`src/rtl/retro_catc_pkg.sv`:
```
// Shared types and helpers for the multi-channel catch-up timing controller.
// Includes the increment calculator used to derive channel rate constants.
package retro_catc_pkg;

    // NES master clock (21.477 MHz) expressed against a 200 MHz core clock.
    localparam int unsigned NES_INC_200M = 461220904;

    typedef enum logic [1:0] {
        NORMAL,
        DELAY,
        CATCHUP
    } catc_mode_t;

    // Phase step that makes a channel tick ref_hz times per second from core_hz.
    function automatic longint unsigned inc_for(input longint unsigned core_hz,
                                                input longint unsigned ref_hz,
                                                input int unsigned acc_width);
        return (ref_hz << acc_width) / core_hz;
    endfunction

endpackage

```
`src/rtl/retro_catc_channel.sv`:
```
// One tick channel: fractional phase accumulator, free-running catch-up divider,
// saturating debt counter and a registered tick output.
module retro_catc_channel
    import retro_catc_pkg::*;
#(
    parameter int ACC_WIDTH  = 32,
    parameter int DEBT_WIDTH = 16,
    parameter int DIV_WIDTH  = 8
) (
    input  logic                  clk,
    input  logic                  reset,
    input  logic                  clk_en,
    input  logic [ACC_WIDTH-1:0]  increment,
    input  logic [DIV_WIDTH-1:0]  catchup_div,
    input  logic                  delay,
    input  logic                  clear_overflow,
    output logic                  tick,
    output logic [DEBT_WIDTH-1:0] debt,
    output logic                  overflow
);

    localparam logic [DIV_WIDTH-1:0]  DIV_ONE  = 1;
    localparam logic [DEBT_WIDTH-1:0] DEBT_ONE = 1;

    logic [ACC_WIDTH-1:0] acc;
    logic [ACC_WIDTH:0]   sum;
    logic                 nom_tick;
    logic [DIV_WIDTH-1:0] fast_cnt;
    logic [DIV_WIDTH-1:0] fast_last;
    logic                 fast_tick;
    logic                 debt_full;
    catc_mode_t           mode;

    always_comb begin
        sum       = {1'b0, acc} + {1'b0, increment};
        nom_tick  = sum[ACC_WIDTH];
        // A divider of 0 behaves like 1: every cycle is a catch-up slot.
        fast_last = (catchup_div == '0) ? '0 : catchup_div - DIV_ONE;
        fast_tick = (fast_cnt == fast_last);
        debt_full = &debt;
        if (delay) begin
            mode = DELAY;
        end else if (debt != '0) begin
            mode = CATCHUP;
        end else begin
            mode = NORMAL;
        end
    end

    always_ff @(posedge clk or posedge reset) begin
        if (reset) begin
            acc      <= '0;
            fast_cnt <= '0;
            debt     <= '0;
            tick     <= 1'b0;
            overflow <= 1'b0;
        end else if (!clk_en) begin
            tick <= 1'b0;
        end else begin
            acc      <= sum[ACC_WIDTH-1:0];
            fast_cnt <= fast_tick ? '0 : fast_cnt + DIV_ONE;
            tick     <= 1'b0;
            case (mode)
                DELAY: begin
                    if (nom_tick && !debt_full) debt <= debt + DEBT_ONE;
                end
                CATCHUP: begin
                    // A nominal tick absorbs a coincident catch-up slot; only one tick goes out.
                    tick <= nom_tick | fast_tick;
                    if (fast_tick && !nom_tick) debt <= debt - DEBT_ONE;
                end
                default: begin
                    tick <= nom_tick;
                end
            endcase
            if (clear_overflow) begin
                overflow <= 1'b0;
            end else if (mode == DELAY && nom_tick && debt_full) begin
                overflow <= 1'b1;
            end
        end
    end

endmodule

```
`src/rtl/retro_catc_multi.sv`:
```
// Multi-channel timing controller: replicates the tick channel and slices the
// flattened per-channel buses.
module retro_catc_multi
    import retro_catc_pkg::*;
#(
    parameter int CHANNELS   = 2,
    parameter int ACC_WIDTH  = 32,
    parameter int DEBT_WIDTH = 16,
    parameter int DIV_WIDTH  = 8
) (
    input  logic                           clk,
    input  logic                           reset,
    input  logic                           clk_en,
    input  logic [CHANNELS*ACC_WIDTH-1:0]  increment,
    input  logic [CHANNELS*DIV_WIDTH-1:0]  catchup_div,
    input  logic [CHANNELS-1:0]            delay,
    input  logic                           clear_overflow,
    output logic [CHANNELS-1:0]            tick,
    output logic [CHANNELS*DEBT_WIDTH-1:0] debt,
    output logic [CHANNELS-1:0]            behind,
    output logic [CHANNELS-1:0]            overflow
);

    for (genvar c = 0; c < CHANNELS; c++) begin : g_ch
        retro_catc_channel #(
            .ACC_WIDTH (ACC_WIDTH),
            .DEBT_WIDTH(DEBT_WIDTH),
            .DIV_WIDTH (DIV_WIDTH)
        ) u_channel (
            .clk           (clk),
            .reset         (reset),
            .clk_en        (clk_en),
            .increment     (increment[c*ACC_WIDTH +: ACC_WIDTH]),
            .catchup_div   (catchup_div[c*DIV_WIDTH +: DIV_WIDTH]),
            .delay         (delay[c]),
            .clear_overflow(clear_overflow),
            .tick          (tick[c]),
            .debt          (debt[c*DEBT_WIDTH +: DEBT_WIDTH]),
            .overflow      (overflow[c])
        );

        assign behind[c] = |debt[c*DEBT_WIDTH +: DEBT_WIDTH];
    end

endmodule

```
`config.mk`:
```
export PLATFORM = sky130hd
export DESIGN_NAME = retro_catc_multi
export DESIGN_NICKNAME = d
export VERILOG_FILES = /design/src/rtl/retro_catc_pkg.sv /design/src/rtl/retro_catc_channel.sv /design/src/rtl/retro_catc_multi.sv
export SDC_FILE = /design/constraint.sdc
export NUM_CORES = 1
export LEC_CHECK = 0
export CAP_MARGIN = 20
export CORE_AREA = 2 2 156 158
export CTS_CLUSTER_SIZE = 20
export DETAILED_ROUTE_END_ITERATION = 8
export DIE_AREA = 0 0 158 160
export HOLD_SLACK_MARGIN = 0.06
export MAX_ROUTING_LAYER = met4
export PLACE_DENSITY = 0.63
export REMOVE_ABC_BUFFERS = 1
export SKIP_CTS_REPAIR_TIMING = 1
export SYNTH_ARGS = -nofsm -noshare
export SYNTH_HDL_FRONTEND = slang
export SYNTH_SLANG_ARGS = --single-unit
```
`constraint.sdc`:
```
create_clock -name clk -period 11 [get_ports clk]
set_input_delay 1.65 -clock clk [delete_from_list [all_inputs] [get_ports clk]]
set_output_delay 1.65 -clock clk [all_outputs]
set_load 0.01 [all_outputs]
```
# [Word-level counts from Yosys, hierarchy flattened]
# Cells that the tools add are included.
[totals] reg_bits=116 inputBits=86 out_inout_bits=38 elab_cells=82
[classes] addsub=10 n_eq_ne=10 mux=22 bitwise_logic=2 reduce_logical=28
[op_table] operator="$add 32x32->33" n=2
[op_table] operator="$mux 16" n=4
[op_table] operator="$pmux 16 s2" n=2
[op_table] operator="$add 16x1->16 const B" n=2
[op_table] operator="$mux 8" n=4
[op_table] operator="$reduce_and 16->1" n=2
[op_table] operator="$reduce_bool 16->1" n=2
[op_table] operator="$reduce_or 16->1" n=2
[op_table] operator="$sub 16x1->16 const B" n=2
[op_table] operator="$add 8x1->8 const B" n=2
[op_table] operator="$eq 8x8->1" n=2
[op_table] operator="$logic_not 8->1" n=2
[op_table] operator="$sub 8x1->8 const B" n=2
[op_table] operator="$logic_and 1x1->1" n=8
[op_table] operator="$mux 2" n=4
[op_table] operator="$ne 2x1->1 const B" n=4
[op_table] operator="$reduce_and 4->1" n=2
[op_table] operator="$reduce_bool 2->1" n=4
[op_table] operator="$mux 1" n=6
[op_table] operator="$eq 2x1->1 const B" n=2
[op_table] operator="$eq 2x2->1 const B" n=2
[op_table] operator="$logic_not 1->1" n=4
[op_table] operator="$pmux 1 s2" n=2
[op_table] operator="$reduce_and 2->1" n=2
[op_table] operator="$or 1x1->1" n=2

# [Depth between registers and ports, before layout]
# Gate-level depths: netlist (run 1).
[logic_depth] word_depth=8 mapped_depth=14 mapped_depth_nobuf=14

# [Modules after synthesis]
# Synthesis (run 1) repeated with hierarchy kept, for this count alone.
[hier_totals] hier_cells=1061 area_unflattened_um2=9714.3
[by_module_without_submodules] mod="retro_catc_channel at g_ch[0].u_channel" n_inst=1 cells_per_inst=515 area_per_inst_um2=4825.9 seq_area_each_um2=1451.4
[by_module_without_submodules] mod="retro_catc_channel at g_ch[1].u_channel" n_inst=1 cells_per_inst=536 area_per_inst_um2=4825.9 seq_area_each_um2=1451.4
[by_module_without_submodules] mod="retro_catc_multi" n_inst=1 cells_per_inst=10 area_per_inst_um2=62.6 seq_area_each_um2=0.0

# [Least setup slack after synthesis (run 1)]
# OpenSTA, ideal clock, no wires.
[synth_timing] path_type="in2reg" start="in increment[32]" end="reg g_ch[1].u_channel.debt[10]" setup_ns=0.136 t_arrival_ns=4.543 required_ns=10.864 path_slack_ns=6.321 stages=11 n_path_buf=1 cell_sequence="ha_1 -> fa_1 -> a211oi_1 -> o211ai_1 -> a21oi_1 -> a31oi_1 -> a2bb2oi_1 -> o31ai_1 -> mux2i_1 -> clkbuf_1 -> o21ai_0"
[synth_between] elab_chain_len=5 word_cells_on_any_way=7 classes_between="add/sub: 1; eq/ne: 2; reduce/logical: 4"
[synth_rtl] element="from (decl)" line_no="retro_catc_multi.sv:14" text="input logic [CHANNELS*ACC_WIDTH-1:0] increment,"
[synth_rtl] element="$add 32x32->33 (*)" line_no="retro_catc_channel.sv:35" text="sum = {1'b0, acc} + {1'b0, increment};"
[synth_rtl] element="$logic_not 1->1" line_no="retro_catc_channel.sv:70" text="if (fast_tick && !nom_tick) debt <= debt - DEBT_ONE;"
[synth_rtl] element="$logic_and 1x1->1" line_no="retro_catc_channel.sv:70"
[synth_rtl] element="$ne 2x1->1 (no source line)"
[synth_rtl] element="$reduce_and 4->1 (no source line) (*)"
[synth_rtl] element="to (signal assigned)" line_no="retro_catc_channel.sv:65" text="if (nom_tick && !debt_full) debt <= debt + DEBT_ONE;"
[synth_rtl] element="to (signal assigned)" line_no="retro_catc_channel.sv:70"
[synth_rtl] element="to (decl)" line_no="retro_catc_channel.sv:18" text="output logic [DEBT_WIDTH-1:0] debt,"
# Mark *: on every way between the ends. The rest lies on a longest branch, timed or not.
# A chain may end at the register's enable or synchronous reset.

# [Final worst setup path (run 1)]
[layout_timing] start="in increment[32]" end="reg g_ch[1].u_channel.debt[5]"
# The elaborated chain is that of the path after synthesis.

==> flow_metrics.env, run 1 <==
export IMPL_nets=1352
export IMPL_design_core_area_um2=23800
export IMPL_numCtsBuffers=17
export IMPL_cts_sinks=116
export IMPL_drive_above_1_share_pct=10.1
export IMPL_hold_path_class="reg -> reg"
export IMPL_path_cells="clkdlybuf4s50_1, ha_1, fa_1, a211oi_1, o211ai_1, a21oi_1, a31oi_1, a2bb2oi_1, o31ai_1, mux2i_2, buf_4, mux2_2"
export IMPL_grt_max_degree=64
export IMPL_die_h_um=160
export IMPL_finish_utilization_pct=49.1
export IMPL_arrival_ns=5.63
export IMPL_viasPerCell=5.38
export IMPL_wire_per_inst_um=14.7
export IMPL_end_kind="flop"
export IMPL_die_area_um2=25300
export IMPL_timing_final_hold_violations=0
export IMPL_min_period_over_period_pct=48.4
export IMPL_ys_warnings_count=0
export IMPL_rows=57
export IMPL_start_kind="input pin"
export IMPL_route_vias_total=8085
export IMPL_synth_top_cell_area_share_pct=30.3
export IMPL_swShare_pct=41.5
export IMPL_cpLargestDelayFamily="compound AO/OA/AOI/OAI gates"
export IMPL_status="finished, final reports clean"
export IMPL_required_ns=11.31
export IMPL_finalSetupViolCount=0
export IMPL_gr_usage_all_layers_pct=18.6
export IMPL_maxSlewHeadroom_pct=33.4
export IMPL_top_usage_layer="met2"
export IMPL_netlist_top_cell_by_area="dfrtp_1"
export IMPL_place_gp_congestion=0.843
export IMPL_drt_total_wl_mm=22.1
export IMPL_yosys_top_cells_area="dfrtp_1 (30%), ha_1 (13%), mux2_2 (7.2%)"
export IMPL_fin_setup_tns_ns=0
export IMPL_place_area_um2=11100
export IMPL_overflow=0
export IMPL_leakage_uw=0.00502
export IMPL_grt_use_met1_pct=24.7
export IMPL_synth_seq_cells=116
export IMPL_skew_ns=0.0130
export IMPL_root_buffer="clkbuf_16"
export IMPL_max_stage_delay_ns=0.74
export IMPL_met3_usage_pct=3.01
export IMPL_antenna_found_initial=1
export IMPL_internal_power_uw=1960
export IMPL_ys_seq_area_share_pct=30.3
export IMPL_rsz0062_at_grt="no"
export IMPL_syn_avg_cell_area_um2=9.14
export IMPL_post_route_min_period_ns=5.33
export IMPL_async_flop_share_pct=100
export IMPL_synth_area_um2=9590
export IMPL_worst_slack_ns=5.67
export IMPL_dp_hpwl_mm=16.4
export IMPL_ys_flop_type="dfrtp_1"
export IMPL_fp_dieW_um=158
export IMPL_grt_pass1_vias=7742
export IMPL_worstMarginPinSlew_ns=0.998
export IMPL_start_util_pct=40.3
export IMPL_io_buffers=123
export IMPL_cts_buffer_depth=2
export IMPL_io_pins=124
export IMPL_yosysMostFrequentCell="dfrtp_1"
export IMPL_drtIter0Drc=331
export IMPL_pwr_share_comb_pct=58.8
export IMPL_syn2layout_area_growth_pct=22.0
export IMPL_grt_pass1_wl_mm=37.4
export IMPL_drv_slew=0
export IMPL_insertion_delay_ns=0.42
export IMPL_met2_usage_pct=29.4
export IMPL_path_class="in -> reg"
export IMPL_remaining_drc_errors=0
export IMPL_cts_tree="built"
export IMPL_p_sw_uw=1390
export IMPL_clock_power_share_pct=16.3
export IMPL_ir_worst_vdd_mv=0.133
export IMPL_clk_pin_slew_ns=0.06
export IMPL_fin_area_um2=11700
export IMPL_syn_inst=1049
export IMPL_cp_buffers_inverters=2
export IMPL_synthTopCellsByCount="dfrtp_1 (116), ha_1 (96), a21oi_1 (91), xnor2_1 (74), nand2_1 (70)"
export IMPL_power_density_nw_per_um2=287
export IMPL_synth_edff_count=0
export IMPL_p_seq_share_pct=24.9
export IMPL_max_freq_mhz=188
export IMPL_first_pass_iters=5
export IMPL_cts_htree_levels=4
export IMPL_maxCapViolations=0
export IMPL_crit_slowest_cell="o31ai_1"
export IMPL_ant_nets=0
export IMPL_whs_ns=0.509
export IMPL_dp_slack_ns=5.24
export IMPL_synth_distinct_cells=69
export IMPL_crit_fanout=27
-- power by group through the flow --
stage	logic, uW	clock network, uW	registers [uW]
after global routing	2220	577	870
after CTS	1980	562	836
final	1970	547	835
after global placement	1930	0	835
after floorplan	1500	0	815
after detailed placement	1960	0	840
-- cell type report --
cell class                      count  area (um2)
Timing Repair Buffer              127        1260
Sequential cell                   116        2900
Inverter                           41         156
Tap cell                          324         405
Clock inverter                     15         146
Clock buffer                       17         425
Fill cell                        2306       12100
Antenna cell                        1        2.50
Multi-Input combinational cell    863        6400
-- per-stage QoR --
stage               instances  total power, uW
finish                   1504             3350
global route             1504             3670
CTS                      1503             3370
detailed placement       1471             2800
global placement         1471             2770
floorplan                1020             2320
-- sequential cells by signal, indices dropped and copies added, names as in the netlist --
name,cells
g_ch.u_channel.acc,64
g_ch.u_channel.debt,32
g_ch.u_channel.fast_cnt,16
g_ch.u_channel.overflow,2
g_ch.u_channel.tick,2
-- cells by family after synthesis --
| logic type | synth area share [%] |
|---|---|
| compound gates | 19.5 |
| xor+xnor | 9.04 |
| fa+ha+maj | 13.4 |
| buf+inv | 2.97 |
| flops | 30.3 |
| mux | 9.15 |
| simple gates | 15.7 |
-- cell usage in the layout, fill, tap and decap left out, types with 15 or more instances in the layout --
cell type,n
clkdlybuf4s50_1,122
dfrtp_1,116
ha_1,96
a21oi_1,91
xnor2_1,74
nand2_1,70
nor2_1,68
mux2_2,61
o21ai_0,54
inv_1,40
a21o_1,33
xor2_1,25
nand3_1,24
nor3_1,23
nand4_1,21
clkbuf_16,17
a211oi_1,15
-- path summary, 6_finish.rpt --
| kind | startpoint | to | slack (ns) | depth (start not counted) |
|---|---|---|---|---|
| hold / removal | g_ch[0].u_channel.acc[23] | g_ch[0].u_channel.acc[23] | 0.51 | 1 |
| setup reg to reg | g_ch[1].u_channel.debt[2] | g_ch[1].u_channel.debt[14] | 6.84 | 14 |
| setup / recovery | increment[32] | g_ch[1].u_channel.debt[5] | 5.67 | 12 |
| min in group asynchronous | reset | g_ch[1].u_channel.acc[18] | 1.71 | 2 |
| max in group asynchronous | reset | g_ch[0].u_channel.debt[3] | 7.97 | 3 |
| hold reg to reg | g_ch[0].u_channel.acc[23] | g_ch[0].u_channel.acc[23] | 0.51 | 1 |
-- worst register-to-register path, cell delays in order (launching register included) --
cell and delay (ns):
dfrtp_1 0.45, nor4_1 0.36, nand4_1 0.27, nand2b_1 0.25, inv_1 0.30, ha_1 0.45
nor2b_1 0.15, o21a_1 0.18, o21ai_0 0.35, nand2_1 0.17, a221o_1 0.40, a211o_1 0.30
a21oi_1 0.18, xor2_1 0.15, o21ai_0 0.08
-- layer usage --
metal	vias to the layer above	routed length [um]	share of wire, %
li1	4133	-	-
met1	3790	10900	50
met2	142	10200	46
met3	20	709	3.2
met4	0	242	1.1
met5	-	0	0
No activity file was read; power rests on OpenSTA's default activity.
==> run 2, diff against run 1 <==
==> constraint.sdc (replaced) <==
create_clock -name clk -period 5.4 [get_ports clk]
set_input_delay 0.81 -clock clk [delete_from_list [all_inputs] [get_ports clk]]
set_output_delay 0.81 -clock clk [all_outputs]
set_load 0.01 [all_outputs]
==> flow_metrics.env, run 2 (synthesis results as in run 1) <==
export IMPL_status="finished, final reports clean"
export IMPL_antenna_found_initial=0
export IMPL_crit_slowest_cell="o31ai_1"
export IMPL_cts_htree_levels=4
export IMPL_remaining_drc_errors=0
export IMPL_cts_sinks=116
export IMPL_grt_pass1_wl_mm=37.6
export IMPL_multi_input_area_um2=6400
export IMPL_worst_slack_ns=0.946
export IMPL_path_cells="clkdlybuf4s50_1, ha_1, fa_1, a211oi_1, o211ai_1, a21oi_1, a31oi_1, a2bb2oi_1, o31ai_1, mux2i_2, buf_4, mux2_2"
export IMPL_skew_ns=0.00839
export IMPL_maxCapViolations=0
export IMPL_io_buffers=123
export IMPL_finish_utilization_pct=49.1
export IMPL_p_total_uw=6800
export IMPL_max_stage_delay_ns=0.70
export IMPL_clock_power_share_pct=15.6
export IMPL_drv_slew=0
export IMPL_post_route_min_period_ns=4.45
export IMPL_num_antenna_cells=0
export IMPL_swShare_pct=40.9
export IMPL_required_ns=5.69
export IMPL_fill_cells=2268
export IMPL_syn2layout_area_growth_pct=22.1
export IMPL_dr_max_layer_used="met4"
export IMPL_numCtsBuffers=17
export IMPL_die_area_um2=25300
export IMPL_gr_usage_all_layers_pct=18.7
export IMPL_power_density_nw_per_um2=581
export IMPL_reg2reg_setup_slack_ns=1.30
export IMPL_cp_buffers_inverters=2
export IMPL_drive_above_1_share_pct=10.1
export IMPL_met2_length_mm=10.2
export IMPL_cts_tree="built"
export IMPL_grt_max_degree=74
export IMPL_ir_worst_vdd_mv=0.241
export IMPL_place_gp_congestion=0.847
export IMPL_finalSetupViolCount=0
export IMPL_p_seq_share_pct=25.1
export IMPL_maxSlewHeadroom_pct=40.4
export IMPL_pwr_share_comb_pct=59.2
export IMPL_nets=1355
export IMPL_hp_start="g_ch[0].u_channel.acc[23]"
export IMPL_ant_nets=0
export IMPL_grt_pass1_vias=7850
export IMPL_fp_dieW_um=158
export IMPL_cts_buffer_depth=2
export IMPL_max_freq_mhz=225
export IMPL_r2r_end="g_ch[1].u_channel.debt[15]"
export IMPL_root_buffer="clkbuf_16"
export IMPL_rows=57
export IMPL_internal_power_uw=4020
export IMPL_rsz0062_at_grt="no"
export IMPL_met1_length_mm=11.1
export IMPL_die_h_um=160
export IMPL_route_vias_total=8077
export IMPL_overflow=0
export IMPL_r2r_cells=12
export IMPL_io_pins=124
export IMPL_design_core_area_um2=23800
export IMPL_insertion_delay_ns=0.41
export IMPL_end_kind="flop"
export IMPL_worstMarginPinSlew_ns=0.894
export IMPL_drt_total_wl_mm=22.3
export IMPL_timing_final_hold_violations=0
export IMPL_leakage_uw=0.00503
export IMPL_viasPerCell=5.37
export IMPL_layout_commonest_cell="clkdlybuf4s50_1"
export IMPL_regMostFlops="g_ch.u_channel.acc"
export IMPL_path_class="in -> reg"
export IMPL_cpLargestDelayFamily="compound AO/OA/AOI/OAI gates"
export IMPL_largest_reg_flops=64
export IMPL_dp_hpwl_mm=16.8
export IMPL_wl_met3_um=765
export IMPL_arrival_ns=4.74
export IMPL_final_cell_mix="clkdlybuf4s50_1 (122), dfrtp_1 (116), ha_1 (96), a21oi_1 (91), xnor2_1 (74)"
export IMPL_clk_pin_slew_ns=0.05
export IMPL_hold_end="g_ch[0].u_channel.acc[23]"
export IMPL_wire_per_inst_um=14.8
export IMPL_min_period_over_period_pct=82.5
export IMPL_crit_fanout=27
export IMPL_first_pass_iters=5
export IMPL_drtIter0Drc=350
export IMPL_holdPathStages=1
export IMPL_register_area_um2=2900
export IMPL_fin_setup_tns_ns=0
export IMPL_dp_slack_ns=0.566
export IMPL_worstSetupStartpoint="increment[32]"
export IMPL_reg_top3="g_ch.u_channel.acc: 64 flops, g_ch.u_channel.debt: 32 flops, g_ch.u_channel.fast_cnt: 16 flops"
export IMPL_start_kind="input pin"
export IMPL_start_util_pct=40.3
export IMPL_p_sw_uw=2780
export IMPL_hold_path_class="reg -> reg"
export IMPL_rr_startpoint="g_ch[1].u_channel.debt[2]"
run 2: final cells by class:
cell class	instances	area share, %
inverters	41	1.34
well taps	324	3.46
clock inverters	9	0.684
flip-flops and latches	116	24.8
repair buffers	130	10.9
multi-input cells	863	54.7
clock buffers	22	4.05
run 2: worst max-delay path by stage:
| stage | depth (start not counted) | slack, ns | to |
|---|---|---|---|
| final | 12 | 0.95 | g_ch[1].u_channel.debt[5] |
| after global routing | 12 | 0.72 | g_ch[1].u_channel.debt[5] |
| after CTS | 12 | 0.96 | g_ch[1].u_channel.debt[5] |
| after detailed placement | 12 | 0.57 | g_ch[1].u_channel.debt[5] |
| after global placement | 12 | 0.63 | g_ch[1].u_channel.debt[12] |
| after floorplan | 10 | 0.96 | g_ch[1].u_channel.debt[12] |
run 2: through the flow:
stage	std cells	area, um2	hold WS, ns
global placement	1474	11200	0.492
floorplan	1020	9460	0.485
detailed placement	1474	11200	0.501
global route	1505	11700	0.520
CTS	1505	11700	0.513
finish	1505	11700	0.508
run 2: power groups by stage:
stage	logic [uW]	registers, uW	clock network [uW]
after floorplan	3060	1660	0
after global placement	3940	1700	0
after detailed placement	4010	1720	0
after CTS	4040	1710	1090
after global routing	4530	1780	1130
final	4030	1710	1060
run 2: routing by layer:
layer  vias to the layer above  global-route usage [%]
li1                       4119                       -
met1                      3801                    25.3
met2                       144                    29.4
met3                        13                    3.18
met4                         0                    4.10
met5                         -                       -
